===== config.mk =====
export PLATFORM = sky130hd
export DESIGN_NAME = upio_arbiter
export DESIGN_NICKNAME = d
export VERILOG_FILES = /design/src/rtl/upio_arb_pkg.sv /design/src/rtl/upio_arbiter_rr_pick.sv /design/src/rtl/upio_arbiter.sv
export SDC_FILE = /design/constraint.sdc
export NUM_CORES = 1
export LEC_CHECK = 0
export CAP_MARGIN = 5
export CORE_MARGIN = 8
export CORE_UTILIZATION = 46
export DETAILED_ROUTE_END_ITERATION = 10
export PLACE_DENSITY = 0.86
export RECOVER_POWER = 50
export SLEW_MARGIN = 20
export SYNTH_ARGS = -nofsm -noshare
export SYNTH_HDL_FRONTEND = slang
export SYNTH_HIERARCHICAL = 1
export SYNTH_SLANG_ARGS = --single-unit

===== constraint.sdc =====
create_clock -name clk_i -period 3.3 [get_ports clk_i]
set_input_delay 0.33 -clock clk_i [delete_from_list [all_inputs] [get_ports clk_i]]
set_output_delay 0.33 -clock clk_i [all_outputs]
set_load 0.05 [all_outputs]

===== src/rtl/upio_arb_pkg.sv =====
// Shared types and helpers for the user-plugin pad-bank arbiters.
//   arb_state_e : arbiter FSM states (IDLE, GRANT, HANDOFF)
//   rr_pick_t   : result of a round-robin pick (valid flag + winning index)
//   rr_pick()   : first set request bit at or after ptr, wrapping modulo nreq
package upio_arb_pkg;

  typedef enum logic [1:0] {
    IDLE    = 2'd0,
    GRANT   = 2'd1,
    HANDOFF = 2'd2
  } arb_state_e;

  // Widest requester vector the shared picker handles.
  localparam int RR_MAX   = 32;
  localparam int RR_IDX_W = 5;

  typedef struct packed {
    logic                valid;
    logic [RR_IDX_W-1:0] idx;
  } rr_pick_t;

  // Walks offsets from the far end back towards ptr so the nearest set bit
  // is the last one written, which gives wrap-around priority without a
  // found flag. ptr must be below nreq.
  function automatic rr_pick_t rr_pick(input logic [RR_MAX-1:0]   req,
                                       input logic [RR_IDX_W-1:0] ptr,
                                       input int                  nreq);
    rr_pick_t res;
    int       slot;
    res = '0;
    for (int i = RR_MAX - 1; i >= 0; i--) begin
      if (i < nreq) begin
        slot = int'(ptr) + i;
        if (slot >= nreq) slot = slot - nreq;
        if (req[slot[RR_IDX_W-1:0]]) begin
          res.valid = 1'b1;
          res.idx   = slot[RR_IDX_W-1:0];
        end
      end
    end
    return res;
  endfunction

endpackage


===== src/rtl/upio_arbiter_rr_pick.sv =====
// upio_rr_pick: combinational round-robin picker.
//   req_i   : request vector
//   ptr_i   : index holding top priority this round
//   idx_o   : winning requester index (valid only with valid_o)
//   valid_o : at least one request present
module upio_rr_pick
  import upio_arb_pkg::*;
#(
  parameter int NREQ = 2
) (
  input  logic [NREQ-1:0]         req_i,
  input  logic [$clog2(NREQ)-1:0] ptr_i,
  output logic [$clog2(NREQ)-1:0] idx_o,
  output logic                    valid_o
);

  localparam int IDX_W = $clog2(NREQ);

  rr_pick_t pick;

  always_comb begin
    pick = rr_pick(RR_MAX'(req_i), RR_IDX_W'(ptr_i), NREQ);
  end

  assign idx_o   = IDX_W'(pick.idx);
  assign valid_o = pick.valid;

endmodule


===== src/rtl/upio_arbiter.sv =====
// upio_arbiter: round-robin owner of the shared user-plugin pad bank.
//   clk_i, rst_n        : clock, asynchronous active-low reset
//   req_i / release_i   : per-requester level request and release pulse
//   grant_o / owner_o   : registered one-hot grant, current or last owner
//   out_i / dir_i       : per-requester pad data/direction, WIDTH-bit slices
//   upio_out_o/_dir_o   : pad bank drive, all-input whenever nobody owns it
//   upio_in_i / in_o    : pad input, broadcast to every requester
//   timeout_cfg_i       : max hold cycles while others wait, 0 = never preempt
//   int_o               : one-cycle pulse when the owner is preempted
// Build option: UPIO_ARB_SYNC_EN puts a 2-flop synchronizer on in_o.
//
// state   | meaning
// IDLE    | nobody owns the pads, arbitrating from the rr pointer
// GRANT   | owner_q drives the pads, hold counter running
// HANDOFF | one all-input turnaround cycle, arbitrating from owner+1
module upio_arbiter
  import upio_arb_pkg::*;
#(
  parameter int NREQ  = 2,
  parameter int WIDTH = 8,
  parameter int TMO_W = 16
) (
  input  logic                    clk_i,
  input  logic                    rst_n,
  input  logic [NREQ-1:0]         req_i,
  input  logic [NREQ-1:0]         release_i,
  output logic [NREQ-1:0]         grant_o,
  output logic [$clog2(NREQ)-1:0] owner_o,
  input  logic [NREQ*WIDTH-1:0]   out_i,
  input  logic [NREQ*WIDTH-1:0]   dir_i,
  output logic [WIDTH-1:0]        in_o,
  input  logic [WIDTH-1:0]        upio_in_i,
  output logic [WIDTH-1:0]        upio_out_o,
  output logic [WIDTH-1:0]        upio_dir_o,
  input  logic [TMO_W-1:0]        timeout_cfg_i,
  output logic                    int_o
);

  localparam int IDX_W = $clog2(NREQ);

  arb_state_e       state_q, state_d;
  logic [IDX_W-1:0] owner_q, owner_d;
  logic [IDX_W-1:0] ptr_q, ptr_d;
  logic [IDX_W-1:0] pick_idx, owner_next;
  logic             pick_valid;
  logic [TMO_W-1:0] cnt_q, cnt_d;
  logic [NREQ-1:0]  grant_q, grant_d;
  logic [NREQ-1:0]  owner_mask;
  logic             int_q, int_d;
  logic             drop, others_wait, tmo_hit;

  upio_rr_pick #(.NREQ(NREQ)) u_pick (
    .req_i   (req_i),
    .ptr_i   (ptr_q),
    .idx_o   (pick_idx),
    .valid_o (pick_valid)
  );

  assign owner_mask  = NREQ'(1) << owner_q;
  assign owner_next  = (owner_q == IDX_W'(NREQ - 1)) ? '0 : owner_q + IDX_W'(1);
  assign drop        = (|(release_i & owner_mask)) || !(|(req_i & owner_mask));
  assign others_wait = |(req_i & ~owner_mask);
  // cfg is compared live so a reprogram mid-hold acts on the running count.
  assign tmo_hit     = (timeout_cfg_i != '0) &&
                       (cnt_q >= timeout_cfg_i - TMO_W'(1)) && others_wait;

  always_comb begin
    state_d = state_q;
    owner_d = owner_q;
    ptr_d   = ptr_q;
    cnt_d   = cnt_q;
    grant_d = grant_q;
    int_d   = 1'b0;
    case (state_q)
      IDLE, HANDOFF: begin
        grant_d = '0;
        cnt_d   = '0;
        state_d = IDLE;
        if (pick_valid) begin
          state_d = GRANT;
          owner_d = pick_idx;
          grant_d = NREQ'(1) << pick_idx;
        end
      end
      GRANT: begin
        if (drop || tmo_hit) begin
          state_d = HANDOFF;
          grant_d = '0;
          cnt_d   = '0;
          ptr_d   = owner_next;
          // A voluntary release in the same cycle is not a preemption.
          int_d   = !drop;
        end else if (cnt_q != '1) begin
          cnt_d = cnt_q + TMO_W'(1);
        end
      end
      default: begin
        state_d = IDLE;
        grant_d = '0;
        cnt_d   = '0;
      end
    endcase
  end

  always_ff @(posedge clk_i or negedge rst_n) begin
    if (!rst_n) begin
      state_q <= IDLE;
      owner_q <= '0;
      ptr_q   <= '0;
      cnt_q   <= '0;
      grant_q <= '0;
      int_q   <= 1'b0;
    end else begin
      state_q <= state_d;
      owner_q <= owner_d;
      ptr_q   <= ptr_d;
      cnt_q   <= cnt_d;
      grant_q <= grant_d;
      int_q   <= int_d;
    end
  end

  // Pads follow the registered state, so reset releases them at once.
  always_comb begin
    upio_out_o = '0;
    upio_dir_o = '0;
    if (state_q == GRANT) begin
      for (int k = 0; k < NREQ; k++) begin
        if (owner_q == IDX_W'(k)) begin
          upio_out_o = out_i[k*WIDTH +: WIDTH];
          upio_dir_o = dir_i[k*WIDTH +: WIDTH];
        end
      end
    end
  end

  assign grant_o = grant_q;
  assign owner_o = owner_q;
  assign int_o   = int_q;

`ifdef UPIO_ARB_SYNC_EN
  logic [WIDTH-1:0] sync_q1, sync_q2;

  always_ff @(posedge clk_i or negedge rst_n) begin
    if (!rst_n) begin
      sync_q1 <= '0;
      sync_q2 <= '0;
    end else begin
      sync_q1 <= upio_in_i;
      sync_q2 <= sync_q1;
    end
  end

  assign in_o = sync_q2;
`else
  assign in_o = upio_in_i;
`endif

endmodule


==> qor.csv, run 1 <==
metric,value,unit
timing.final.crit_share,0.949,
worst_pin_slew,1210,ps
cts_tree,done,
drtAntennaViolNets,0,
ios,90,
grt_pass1_vias,2252,
drtIter0Drc,98,
area_growth,44.0,%
syn_area_per_cell,8.71,µm²
cp-start-kind,input pin,
synth_top_area_cell,dfrtp_1,
path_clk_slew,80,ps
crit_family,buffers and inverters,
multi_input_area,1400,µm²
n_antenna_cell,0,
r2r_start,cnt_q[0],
grtUsageTotal,0.167,
firstDrtPassIters,4,
grt_max_degree,24,
grt.met1_usage,0.184,
switching_power,0.000679,W
power_frac_comb,0.638,
crit_fanout,4,
cts_buffer_depth,2,
use_met2,0.291,
path_class,in -> reg,
synth_edf_count,0,
leakage,1.24,nW
cts_buffers,3,
cp-end-kind,register,
numPortBuffers,73,
async_reset_ff_frac,1.00,
antenna_found_initial,0,
clk_latency,260,ps
gr-max-usage-layer,met2,
synthesis.nets,320,
cp.required,3480,ps
gr-usage-met3,0.0508,
grt_pass1_wl,9980,µm
gp_congestion,0.866,
tns,0,ps
hold_violations,0,
p_sw_frac,0.477,
peakVddDrop,450,µV
drive_gt1_frac,0.112,
dp.cells,370,
slowest_stage,clkdlybuf4s50_1,
startpoint,timeout_cfg_i[1],
vias,2057,
drt-total-wl,5920,µm
critPathMaxStageDelay,450,ps
synth_top_flop_cell,dfrtp_1,
dieWidth,83.3,µm
arrival,3310,ps
critPathBufInv,4,
finClkSkew,4.77,ps
wl_per_cell,15.8,µm
syn_inst,239,
dieArea,6930,µm²
initial_core_util,0.478,
slew_viol_final,0,
yosys-top-cells-area,"dfrtp_1 28%, ha_1 11%, mux2i_1 8.7%, nor2_1 7.4%, xnor2_1 5.5%",
min_period,3130,ps
slew-limit-headroom,0.192,
dpl.hpwl,4860,µm
core_area,4350,µm²
clock-sinks,23,
drc_errors,0,
syn_area,2080,µm²
max_clock_freq,319,MHz
setup_viol_count_final,0,
synth-seq-area-share,0.277,
powerDensity,475,nW/µm²
vias_per_cell,5.50,
fillers,341,
ys_types,45,
register_area,576,µm²
p_int,0.000743,W
reg2reg_slack,1020,ps
yosys_warnings,6,
grt-ovfl-total,0,
status,completed,
pwr-share-clk,0.119,
die_h,83.3,µm
layout.nets,404,
synth_common_cells,"41 x nor2_1, 23 x dfrtp_1, 19 x ha_1",
yosysMostFrequentCell,nor2_1,
fp-row-count,24,
cts_max_level,1,
path_cells,"clkdlybuf4s50_1, buf_4, inv_1, ha_1, nand3_1, nor3_2, xnor2_1, ha_1, nand4_1, nor3_1, a2111oi_1, a31o_2, buf_4, a311o_2, o21ai_0",
hold_class,in -> async,
maxCapViolCount,0,
ys_seq_elements,23,
sequentialPowerShare,0.243,
synth.top_cell.area_share,0.277,
clockRootBuffer,clkbuf_8,
instances_no_fill,374,
## state kept, by name, indices dropped and copies added, names as in the netlist
name     cells
int_o        1
cnt_q       16
owner_o      1
state_q      2
grant_o      2
ptr_q        1
## power groups by stage
stage          combinational [W]  clock, W  sequential [W]
2_1_floorplan           0.000591         0        0.000386
3_3_place_gp            0.000901         0        0.000349
3_5_place_dp            0.000915         0        0.000350
4_1_cts                 0.000920  0.000173        0.000346
5_1_grt                 0.000973  0.000183        0.000351
6_report                0.000908  0.000169        0.000345
## final cells by class
class	count	share of cell area
Multi-Input combinational cell	192	0.467
Timing Repair Buffer	93	0.292
Sequential cell	23	0.192
Tap cell	52	0.0217
Clock buffer	4	0.0150
Inverter	10	0.0125
## kinds of logic after synthesis
group | after synthesis | share of synthesized area
flip-flops | 23 | 0.277
multiplexers | 19 | 0.0920
AND/OR/NAND/NOR | 105 | 0.273
buffers and inverters | 24 | 0.0673
XOR/XNOR | 22 | 0.0926
adder cells (fa/ha/maj) | 19 | 0.114
AO/OA/AOI/OAI | 27 | 0.0842
## final timing paths
check,cells past startpoint,end
max in group asynchronous,1,cnt_q[11]
worst min-delay path,1,cnt_q[0]
worst min register to register,2,grant_o[1]
worst max-delay path,15,ptr_q
worst max register to register,8,cnt_q[14]
min in group clk_i,2,grant_o[1]
## through the flow
step	utilization	hold WS, ps	area, µm²	total power (W)	setup slack [ps]
6_report	0.688	298	3000	0.00142	168
2_1_floorplan	-	34.4	2080	0.000977	441
5_1_grt	0.688	415	3000	0.00151	-5.89
4_1_cts	0.683	561	2980	0.00144	6.50
3_5_place_dp	0.672	548	2920	0.00126	-309
3_3_place_gp	0.672	532	2920	0.00125	-44.1
## what timing repair did
item / in CTS / in global routing
setup endpoints to repair: 6 / 20
setup buffers: 0 / 0
resized for setup: 1 / 5
hold buffers: 0 / 0
## layer usage
metal | share of wire | wire length [µm]
met5 | 0 | 0
met4 | 0.024 | 144
met3 | 0.083 | 493
met2 | 0.50 | 2940
met1 | 0.40 | 2340
## layout by cell type, fill, tap and decap left out, types with 2 or more instances in the layout
cell and count:
clkdlybuf4s50_1 67, buf_4 20, dlygate4sd3_1 5, nand2_1 11, nor4_1 2, o22ai_1 2
nor2b_1 2, xor2_1 9, nand4_1 8, mux2i_1 18, dfrtp_1 23, nand2b_1 4
clkbuf_8 3, and4_1 3, nor3_2 2, nor4_4 3, clkbuf_1 2, nor2_1 41
nor4_2 2, ha_1 19, nand3b_1 2, and3_1 2, o21ai_0 7, inv_1 10
nand3_1 7, nor3_1 8, xnor2_1 13, a21oi_1 10
No activity file was read; power rests on OpenSTA's default activity.
==> run 2, diff against run 1 <==
--- a/config.mk
+++ b/config.mk
@@ -11,7 +11,7 @@
 export DETAILED_ROUTE_END_ITERATION = 10
 export PLACE_DENSITY = 0.86
 export RECOVER_POWER = 50
-export SLEW_MARGIN = 20
+export SLEW_MARGIN = 0
 export SYNTH_ARGS = -nofsm -noshare
 export SYNTH_HDL_FRONTEND = slang
 export SYNTH_HIERARCHICAL = 1
==> run 2 against run 1 <==
Compared with the run above:
- sequential share of layout area about the same
- first-iteration DRC count rose by 14%
- clock skew rose by 0.64 ps
- clock power hardly changed
- global-route usage is the same
- hold slack better by 260 ps
- critical path type unchanged
- highest routed layer unchanged
==> qor.csv, run 2 (synthesis gave the netlist of run 1 again) <==
metric,value,unit
path_class,in -> reg,
die_h,83.3,µm
grt_pass1_vias,2252,
dpl.hpwl,4860,µm
layout.nets,404,
gr-usage-met3,0.0508,
p_sw_frac,0.477,
pwr-share-clk,0.119,
drtAntennaViolNets,0,
clock-sinks,23,
clk_latency,260,ps
path_clk_slew,70,ps
reg2reg_slack,1030,ps
instances_no_fill,374,
regMostFlops,cnt_q,
area_growth,44.3,%
maxCapViolCount,0,
drive_gt1_frac,0.112,
critPathBufInv,4,
finClkSkew,5.42,ps
p_int,0.000744,W
dieWidth,83.3,µm
hold_class,reg -> reg,
fillers,342,
cts_buffers,3,
n_antenna_cell,0,
firstDrtPassIters,4,
antenna_found_initial,0,
use_met2,0.291,
cts_buffer_depth,2,
slew_viol_final,0,
cp-start-kind,input pin,
power_frac_comb,0.638,
timing.final.crit_share,0.948,
status,completed,
slowest_stage,clkdlybuf4s50_1,
powerDensity,474,nW/µm²
wl_per_cell,15.8,µm
vias,2054,
cp-end-kind,register,
numPortBuffers,73,
arrival,3310,ps
fp-row-count,24,
holdBufCountCts,0,
gp_congestion,0.866,
layout_commonest_cell,clkdlybuf4s50_1,
grt.met1_usage,0.184,
worst_pin_slew,1020,ps
ios,90,
setup_viol_count_final,0,
sequentialPowerShare,0.242,
drc_errors,0,
cp.required,3480,ps
slew-limit-headroom,0.320,
hold_violations,0,
min_period,3130,ps
grt_max_degree,24,
drtIter0Drc,112,
grt-ovfl-total,0,
crit_fanout,4,
drt-total-wl,5920,µm
crit_family,buffers and inverters,
max_clock_freq,320,MHz
dieArea,6930,µm²
layout_common_cells,"67 x clkdlybuf4s50_1, 41 x nor2_1, 23 x dfrtp_1",
cts_max_level,1,
clockRootBuffer,clkbuf_8,
gr-max-usage-layer,met2,
core_area,4350,µm²
peakVddDrop,450,µV
critPathMaxStageDelay,450,ps
initial_core_util,0.478,
path_cells,"clkdlybuf4s50_1, buf_4, inv_1, ha_1, nand3_1, nor3_2, xnor2_1, ha_1, nand4_1, nor3_1, a2111oi_1, a31o_2, buf_4, a311o_2, o21ai_0",
tns,0,ps
vias_per_cell,5.49,
dp.cells,370,
largest_reg_flops,16,
cts_setup_buffers,0,
switching_power,0.000680,W
grtUsageTotal,0.167,
grt_pass1_wl,9980,µm
leakage,1.24,nW
cts_tree,done,
run 2: changes by cell type in the layout (fill, tap and decap cells not counted), sizes merged:
cell | before | now
dlygate4sd3 | 5 | 6
clkbuf | 5 | 4
run 2: layout make-up:
class	instances	area (µm²)	area share
timing repair buffer	93	881	0.293
multi-input combinational	192	1400	0.466
sequential	23	576	0.192
tap	52	65.1	0.0217
clock buffer	4	45.0	0.0150
inverter	10	37.5	0.0125
run 2: repair_timing:
action | in CTS | in global routing
resized for setup | 1 | 5
cloned | 0 | 0
setup endpoints to repair | 6 | 20
run 2: routing by layer:
| metal | wire (µm) | up-vias |
|---|---|---|
| li1 | - | 1008 |
| met1 | 2380 | 947 |
| met2 | 2930 | 81 |
| met3 | 455 | 18 |
| met4 | 150 | 0 |
| met5 | 0 | - |
run 2: metrics by stage:
step	util	hold slack, ps	power (W)	cell area (µm²)	worst slack [ps]
floorplan	-	34.4	0.000977	2080	441
global placement	0.672	532	0.00125	2920	-44.1
detailed placement	0.672	548	0.00126	2920	-309
CTS	0.683	561	0.00144	2980	6.50
global route	0.689	592	0.00151	3000	-5.89
finish	0.689	559	0.00142	3000	172
run 2: final timing paths:
path,start,end,depth (start not counted)
max in group asynchronous,rst_n,cnt_q[11],1
max reg2reg,cnt_q[0],cnt_q[14],8
min reg2reg,grant_o[1],grant_o[1],2
min in group asynchronous,rst_n,cnt_q[7],1
max,timeout_cfg_i[1],ptr_q,15
min,grant_o[1],grant_o[1],2
run 2: worst reg2reg max path: cells and delay by family (launching register included):
family | cells | cell delay [ps]
compound gates | 2 | 690
fa+ha+maj | 1 | 260
buf+inv | 1 | 120
flops | 1 | 410
simple gates | 4 | 710
run 2: power groups by stage:
stage	combinational, W	sequential, W	clock (W)
finish	0.000909	0.000345	0.000170
global route	0.000973	0.000351	0.000183
CTS	0.000920	0.000346	0.000173
detailed placement	0.000915	0.000350	0
global placement	0.000901	0.000349	0
floorplan	0.000591	0.000386	0
